### src/rtl/hamming_pkg.sv
// Shared helpers for the parametrised extended-Hamming (SECDED) encoder/decoder family.
// Codeword position 0 is overall parity; check bits sit at power-of-two positions.
package hamming_pkg;

    function automatic bit is_pow2(input int i);
        return (i > 0) && ((i & (i - 1)) == 0);
    endfunction

    function automatic int par_w(input int data_w);
        int p;
        p = 1;
        for (int k = 0; k < 31; k++) begin
            if ((1 << p) < data_w + p + 1) p = p + 1;
        end
        return p;
    endfunction

    // Data bit j occupies the j-th non-power-of-two position counting up from 3.
    function automatic int data_pos(input int j);
        int cnt;
        int pos;
        cnt = 0;
        pos = 0;
        for (int i = 3; i < 2 * j + 8; i++) begin
            if (!is_pow2(i)) begin
                if (cnt == j) pos = i;
                cnt = cnt + 1;
            end
        end
        return pos;
    endfunction

    localparam int DEF_DATA_W = 32;
    localparam int DEF_PAR_W  = par_w(DEF_DATA_W);
    localparam int DEF_CW_W   = DEF_DATA_W + DEF_PAR_W + 1;

endpackage

### src/rtl/hamming_syndrome.sv
// Combinational syndrome and overall-parity generator for an extended-Hamming codeword.
module hamming_syndrome #(
    parameter int CW_W  = 39,
    parameter int PAR_W = 6
) (
    input  logic [CW_W-1:0]  cw,
    output logic [PAR_W-1:0] syn,
    output logic             par
);

    always_comb begin
        syn = '0;
        for (int i = 1; i < CW_W; i++) begin
            for (int k = 0; k < PAR_W; k++) begin
                if (((i >> k) & 1) == 1) syn[k] = syn[k] ^ cw[i];
            end
        end
        par = ^cw;
    end

endmodule

### src/rtl/hamming_secded_decode.sv
// Two-stage pipelined SECDED decoder with valid/ready flow control and
// saturating per-class error counters.
module hamming_secded_decode
    import hamming_pkg::*;
#(
    parameter  int DATA_W = 32,
    parameter  int CNT_W  = 16,
    localparam int PAR_W  = par_w(DATA_W),
    localparam int CW_W   = DATA_W + PAR_W + 1
) (
    input  logic              clk,
    input  logic              rst,
    input  logic              in_valid,
    output logic              in_ready,
    input  logic [CW_W-1:0]   in_cw,
    output logic              out_valid,
    input  logic              out_ready,
    output logic [DATA_W-1:0] out_data,
    output logic              out_err_single,
    output logic              out_err_double,
    output logic [PAR_W-1:0]  out_syndrome,
    input  logic              cnt_clr,
    output logic [CNT_W-1:0]  cnt_single,
    output logic [CNT_W-1:0]  cnt_double
);

    localparam logic [CNT_W-1:0] CNT_MAX = '1;

    logic              vld_p1, vld_p2;
    logic              adv1, adv2;
    logic [CW_W-1:0]   cw_p1;
    logic [PAR_W-1:0]  syn_p1, syn_c;
    logic              par_p1, par_c;

    logic              in_range, fix, single_c, double_c;
    logic [CW_W-1:0]   cw_fix;
    logic [DATA_W-1:0] data_c;

    logic [DATA_W-1:0] data_p2;
    logic              single_p2, double_p2;
    logic [PAR_W-1:0]  syn_p2;
    logic [CNT_W-1:0]  cnt_s, cnt_d;
    logic              hs;

    assign adv2     = !vld_p2 || out_ready;
    assign adv1     = !vld_p1 || adv2;
    assign in_ready = adv1;

    hamming_syndrome #(
        .CW_W (CW_W),
        .PAR_W(PAR_W)
    ) u_syndrome (
        .cw (in_cw),
        .syn(syn_c),
        .par(par_c)
    );

    // Stage 1: register codeword, syndrome and overall parity
    always_ff @(posedge clk) begin
        if (rst) vld_p1 <= 1'b0;
        else if (adv1) vld_p1 <= in_valid;
    end

    always_ff @(posedge clk) begin
        if (adv1 && in_valid) begin
            cw_p1  <= in_cw;
            syn_p1 <= syn_c;
            par_p1 <= par_c;
        end
    end

    // Syndromes pointing past the codeword are treated as uncorrectable.
    assign in_range = int'(syn_p1) <= CW_W - 1;
    assign fix      = par_p1 && (syn_p1 != '0) && in_range;
    assign single_c = par_p1 && ((syn_p1 == '0) || in_range);
    assign double_c = (syn_p1 != '0) && (!par_p1 || !in_range);

    always_comb begin
        cw_fix = cw_p1;
        for (int i = 1; i < CW_W; i++) begin
            if (fix && int'(syn_p1) == i) cw_fix[i] = ~cw_p1[i];
        end
    end

    for (genvar j = 0; j < DATA_W; j++) begin : g_extract
        assign data_c[j] = cw_fix[data_pos(j)];
    end

    // Stage 2: register corrected payload and classification
    always_ff @(posedge clk) begin
        if (rst) begin
            vld_p2    <= 1'b0;
            data_p2   <= '0;
            single_p2 <= 1'b0;
            double_p2 <= 1'b0;
            syn_p2    <= '0;
        end else if (adv2) begin
            vld_p2 <= vld_p1;
            if (vld_p1) begin
                data_p2   <= data_c;
                single_p2 <= single_c;
                double_p2 <= double_c;
                syn_p2    <= syn_p1;
            end
        end
    end

    assign out_valid      = vld_p2;
    assign out_data       = data_p2;
    assign out_err_single = single_p2;
    assign out_err_double = double_p2;
    assign out_syndrome   = syn_p2;

    assign hs = vld_p2 && out_ready;

    always_ff @(posedge clk) begin
        if (rst || cnt_clr) begin
            cnt_s <= '0;
            cnt_d <= '0;
        end else if (hs) begin
            if (single_p2 && cnt_s != CNT_MAX) cnt_s <= cnt_s + CNT_W'(1);
            if (double_p2 && cnt_d != CNT_MAX) cnt_d <= cnt_d + CNT_W'(1);
        end
    end

    assign cnt_single = cnt_s;
    assign cnt_double = cnt_d;

endmodule

### config.mk
export PLATFORM = sky130hd
export DESIGN_NAME = hamming_secded_decode
export DESIGN_NICKNAME = d
export VERILOG_FILES = /design/src/rtl/hamming_pkg.sv /design/src/rtl/hamming_syndrome.sv /design/src/rtl/hamming_secded_decode.sv
export SDC_FILE = /design/constraint.sdc
export NUM_CORES = 1
export LEC_CHECK = 0
export BUFFER_PORTS_ARGS = -buffer_cell sky130_fd_sc_hd__buf_2
export CAP_MARGIN = 25
export CORE_UTILIZATION = 39
export DETAILED_ROUTE_END_ITERATION = 12
export GPL_ROUTABILITY_DRIVEN = 0
export PLACE_DENSITY = 0.56
export SYNTH_ARGS = -nofsm -noshare
export SYNTH_HDL_FRONTEND = slang
export SYNTH_HIERARCHICAL = 1
export SYNTH_SLANG_ARGS = --single-unit
### constraint.sdc
create_clock -name clk -period 2.15 [get_ports clk]
set_input_delay 0.1075 -clock clk [delete_from_list [all_inputs] [get_ports clk]]
set_output_delay 0.1075 -clock clk [all_outputs]
set_load 0.02 [all_outputs]
==> Word level (Yosys, flattened, before mapping) <==
Cells that the tools add are included.
{ "word_totals": {"inputBits": 44, "output_inout_bits": 74, "wordCells": 257, "register_bits": 120} }
{ "classes": {"n_mux": 32, "addsub": 2, "n_eq_ne": 34, "n_bitwise": 122, "reduce_logical": 55, "n_lt_le_gt_ge": 1} }
{ "op_table": {"columns": ["operator", "n"], "rows": [
  ["$eq 6x6->1 const B", 21],
  ["$xor 1x1->1", 90],
  ["$eq 6x5->1 const B", 7],
  ["$logic_and 1x1->1", 40],
  ["$reduce_xor 39->1", 1],
  ["$add 16x1->16 const B", 2],
  ["$mux 1", 32],
  ["$ne 16x16->1 const B", 2],
  ["$not 1->1", 32],
  ["$eq 6x4->1 const B", 3],
  ["$eq 6x3->1 const B", 1],
  ["$le 6x6->1 const B", 1],
  ["$logic_not 6->1", 1],
  ["$reduce_and 2->1", 3],
  ["$reduce_bool 6->1", 1],
  ["$logic_or 1x1->1", 5],
  ["$logic_not 1->1", 4]
]} }

==> Depth between registers and ports, before layout <==
{ "logic_depth": {"depth_word": 18, "depth_mapped": 7, "ltp_nobuf": 6} }

==> Cells and area by module <==
Netlist, hierarchy kept.
{ "by_module_without_submodules": {"columns": ["module", "instances", "seq_area_each_um2", "cells_each", "area_each_um2"], "rows": [
  ["hamming_secded_decode", 1, 2652.5, 474, 4797.1],
  ["hamming_syndrome", 1, 0.0, 69, 654.4]
]} }

==> Worst setup path before layout <==
OpenSTA, ideal clock, no wires.
{ "synth_path": {"kind": "reg-to-reg", "from": "register vld_p2, in the netlist out_valid", "to": "register cw_p1[10] (enable)", "period_less_slack_ns": 2.170, "required_time_ns": 1.750, "path_stages_with_launch": 4, "setup_ns": 0.400, "n_path_buf": 0, "path_slack_ns": -0.020, "arrival_ns": 1.770, "cell_sequence": "dfxtp_1 nor2b_1 nand2_1 and2_1"} }
{ "synth_between": {"elab_chain_cells": 4} }
{ "synth_lines": {"columns": ["element", "line_no", "rtl"], "rows": [
  ["start: declaration", "hamming_secded_decode.sv:29", "logic vld_p1, vld_p2;"],
  ["start signal: assignment", "hamming_secded_decode.sv:98", "vld_p2 <= vld_p1;"],
  ["$logic_not 1->1", "hamming_secded_decode.sv:45", "assign adv2 = !vld_p2 || out_ready;"],
  ["$logic_or 1x1->1", "hamming_secded_decode.sv:45", null],
  ["$logic_or 1x1->1", "hamming_secded_decode.sv:46", "assign adv1 = !vld_p1 || adv2;"],
  ["via in_ready", "hamming_secded_decode.sv:14", "output logic in_ready,"],
  ["$logic_and 1x1->1", "hamming_secded_decode.sv:65", "if (adv1 && in_valid) begin"],
  ["end signal: assignment", "hamming_secded_decode.sv:66", "cw_p1 <= in_cw;"],
  ["end: declaration", "hamming_secded_decode.sv:31", "logic [CW_W-1:0] cw_p1;"]
]} }
The timed path passes the listed nets, and every way through them passes these cells.
A chain may end at the register's enable or synchronous reset.

==> Worst setup path in the final report <==
{ "layout_path": {"from": "input in_cw[15]", "to": "register par_p1, data pin"} }
{ "layout_between": {"elab_chain_cells": 1} }
{ "layout_lines": {"columns": ["element", "line_no", "rtl"], "rows": [
  ["start: declaration", "hamming_secded_decode.sv:15", "input logic [CW_W-1:0] in_cw,"],
  ["$reduce_xor 39->1", "hamming_syndrome.sv:18", "par = ^cw;"],
  ["via par_c", "hamming_secded_decode.sv:33", "logic par_p1, par_c;"],
  ["end signal: assignment", "hamming_secded_decode.sv:68", "par_p1 <= par_c;"],
  ["end: declaration", "hamming_secded_decode.sv:33", null]
]} }
The timed path passes the listed nets, and every way through them passes these cells.

==> qor.yml <==
layout:
  area_growth_pct: 31.03
  antenna_cells_inserted: 0
  post_route_cells_drive_above_1_share_pct: 24.08
  most-common-layout-cells: "buf_2 (117), nor2_1 (83), xnor2_1 (79), dfxtp_1 (74), xor2_1 (41)"
  fill_cells: 1309
  mostFrequentLayoutCell: "buf_2"
  seq_area_um2: 2653
  multi_input_comb_area_um2: 2694
  layout.nets: 743
setup_path:
  reg2reg_to: "out_data[29]"
  series_of_cell_instances_along_the_critical_path: "dlygate4sd3_1 -> buf_2 -> xor2_1 -> xnor2_1 -> xnor2_2 -> xnor2_2 -> xnor3_1"
  worst-setup-path-type: "primary input to flip-flop"
  path_max_fanout: 3
  required_ns: 2.30
  r2r-start: "syn_p1[3]"
  path_delay_family: "XOR/XNOR gates"
  cp_num_cells: 7
  timing.critical_path.to_type: "flip-flop"
  largest_stage_delay_on_the_critical_path_ns: 0.55
  cp-startpoint: "in_cw[15]"
  crit_buf_inv: 2
  critPathLaunchType: "primary input"
  cp_data_arrival_time_ns: 2.11
  capturing_instance_or_port_of_the_critical_path: "par_p1"
  crit_top_cell: "xnor2_2"
  cpMaxStageDelayCell: "dlygate4sd3_1"
  ff2ff_path_depth: 4
  setup.reg_to_reg.worst_slack_ns: 0.33
floorplanning:
  fp.dieH_um: 120.2
  row_count: 42
  design.portCount: 118
  floorplan.die.width_um: 120.2
  initial_core_util_pct: 40.52
  area_of_the_die_um2: 14460
  placeable_core_region_um2: 13450
clock_network:
  clk_pin_slew_worst_paths_ns: 0.05
  number_of_clock_buffers_inserted_by_tritoncts: 17
  numClockSinks: 113
  clk_latency_ns: 0.41
  cts_resized: 0
  cts_tree: "done"
  cts_max_level: 4
  clk_root_buffer_cell: "clkbuf_16"
  cts_buffer_depth: 2
timing:
  clock_skew_ns: 0.009137
  rsz0062_at_grt: "false"
  final_worst_path_period_share_pct: 90.89
  min_period_ns: 1.954
  fin_ws_ns: 0.1958
  hold_violation_total_from_the_final_report: 0
  final-setup-viol-count: 0
  final.setup.tns_ns: 0
  worst_pin_slew_ns: 0.4603
  slew_violations: 0
  fmax_ghz: 0.5117
  max_slew_margin_pct: 69.06
grt:
  grt_start_max_net_pins: 72
  remaining_overflow_grt: 0
  globalRouteTotalUtil_pct: 18.95
  antenna_violations_before_repair: 0
  first_global_vias: 4165
  grt_first_pass_wirelength_um: 20730
worst_hold_path:
  worst_hold_path_type: "primary input to flip-flop"
synth:
  synth-edff-count: 39
  synth_fp_nets: 589
  synth-warning-count: 6
  syn_inst: 543
  async_flop_share_pct: 0
  ys.flop_type: "dfxtp_1"
  synth.top_cells.by_area: "dfxtp_1 (27%), edfxtp_1 (21%), xnor2_1 (13%), xor2_1 (6.6%), nor2_1 (5.7%)"
  synth_sequential_area_ratio_pct: 48.66
  synth_area_per_cell_um2: 10.04
  synth_top_cell_area_share_pct: 27.17
  ys_ff_latch: 113
  cell_type_with_the_largest_total_area_after_synthesis: "dfxtp_1"
  post_synth_instance_area_um2: 5451
  number_of_distinct_library_cells_after_synthesis: 46
pwr:
  ir_worst_vdd_mv: 0.6553
  cellLeakagePower_nw: 2.724
  power_density_nw_per_um2: 913.1
status:
  run_status: "finished, final reports clean"
routing:
  antenna_violating_nets_post_route: 0
  route.detailed.vias_per_inst: 4.918
  wire_per_inst_um: 14.60
  postRouteWirelength_um: 12940
  drt_first_iter_violations: 280
  drc: 0
  drtPass1Iterations: 4
  dr_vias: 4357
run:
  max_cap_viol_count: 0
placement:
  dp_slack_ns: 0.3356
  io_buffer_count: 117
  dp_hpwl_um: 9444
==> flip-flops by register name (all words and copies together) (netlist names) <==
signal and cells:
vld_p1 1, par_p1 1, out_syndrome 6, cnt_double 16, out_err_double 1, out_err_single 1, syn_p1 6, out_valid 1
cw_p1 32, cnt_single 16, out_data 32
==> power breakdown <==
part	internal [mW]	switching [mW]	total, mW
combinational	0.612	0.743	1.35
clock	1.65	0.900	2.55
sequential	2.43	0.188	2.62
total	4.69	1.83	6.52
==> how the worst min path moves through the flow <==
| stage | cells past startpoint | startpoint | endpoint | slack (ns) |
|---|---|---|---|---|
| floorplan | 0 | in_cw[10] | cw_p1[10] | 0.21 |
| global placement | 1 | in_cw[33] | cw_p1[33] | 0.31 |
| detailed placement | 1 | in_cw[18] | cw_p1[18] | 0.32 |
| CTS | 4 | cnt_clr | cnt_double[1] | 0.06 |
| global route | 4 | cnt_clr | cnt_double[1] | 0.09 |
| finish | 4 | cnt_clr | cnt_double[1] | 0.06 |
==> tightest hold or removal path, stage by stage <==
cell,delay (ns)
buf_2,0.08
nor2_1,0.09
nand2_1,0.08
o21ai_0,0.06
==> synth_stat cells (4+ instances only) <==
library cell,number
dfxtp_1,74
xnor2_1,79
nor2_1,83
a21oi_1,12
o21ai_0,12
and3_1,6
a311oi_1,4
nand4_1,12
nand3_1,19
a211oi_1,28
nor4_1,6
buf_2,7
nand2_1,34
edfxtp_1,39
xor2_1,41
clkbuf_1,18
or3_1,4
nor3_1,10
and4_1,4
nand2b_1,6
==> routing by layer <==
layer	part of all wire (%)	track usage [%]	wire length, um
met2	49	31.25	6358
met4	1.6	9.028	208
met3	4.8	5.189	624
met5	0	0	0
met1	44	22.85	5746
==> layout make-up <==
| class | instances | area share [%] |
|---|---|---|
| clock buffers | 27 | 7.339 |
| clock inverters | 5 | 0.3503 |
| inverters | 3 | 0.1576 |
| multi-input cells | 402 | 37.71 |
| flip-flops and latches | 113 | 37.13 |
| well taps | 176 | 3.083 |
| repair buffers | 160 | 14.22 |
==> through the flow <==
step / instance area [um2] / cells / hold slack (ns) / total power, mW / utilization, %
2_1_floorplan: 5453 / 543 / 0.2064 / 3.554 / -
4_1_cts: 7143 / 886 / 0.06157 / 6.602 / 53.10
3_5_place_dp: 6264 / 821 / 0.3164 / 3.980 / 46.56
3_3_place_gp: 6264 / 821 / 0.3131 / 3.958 / 46.56
5_1_grt: 7143 / 886 / 0.09443 / 6.843 / 53.10
6_report: 7143 / 886 / 0.06348 / 6.522 / 53.10
==> kinds of logic (layout without fill, tap and decap cells) <==
logic type                 count (synthesis)  in the layout  share of synthesized area, %
AOI/OAI and AO/OA                         64             64                         7.964
xor gates and xnor gates                 125            125                         21.00
adders and majority gates                  2              2                        0.4590
buffers and inverters                     28            195                         2.088
DFF                                      113            113                         48.66
and+or+nand+nor                          211            211                         19.83
==> timing repair <==
item | CTS | global route
setup buffers | 0 | 0
hold buffers | 33 | 0
endpoints found under the hold margin | 33 | 0
No activity file was read; power rests on OpenSTA's default activity.
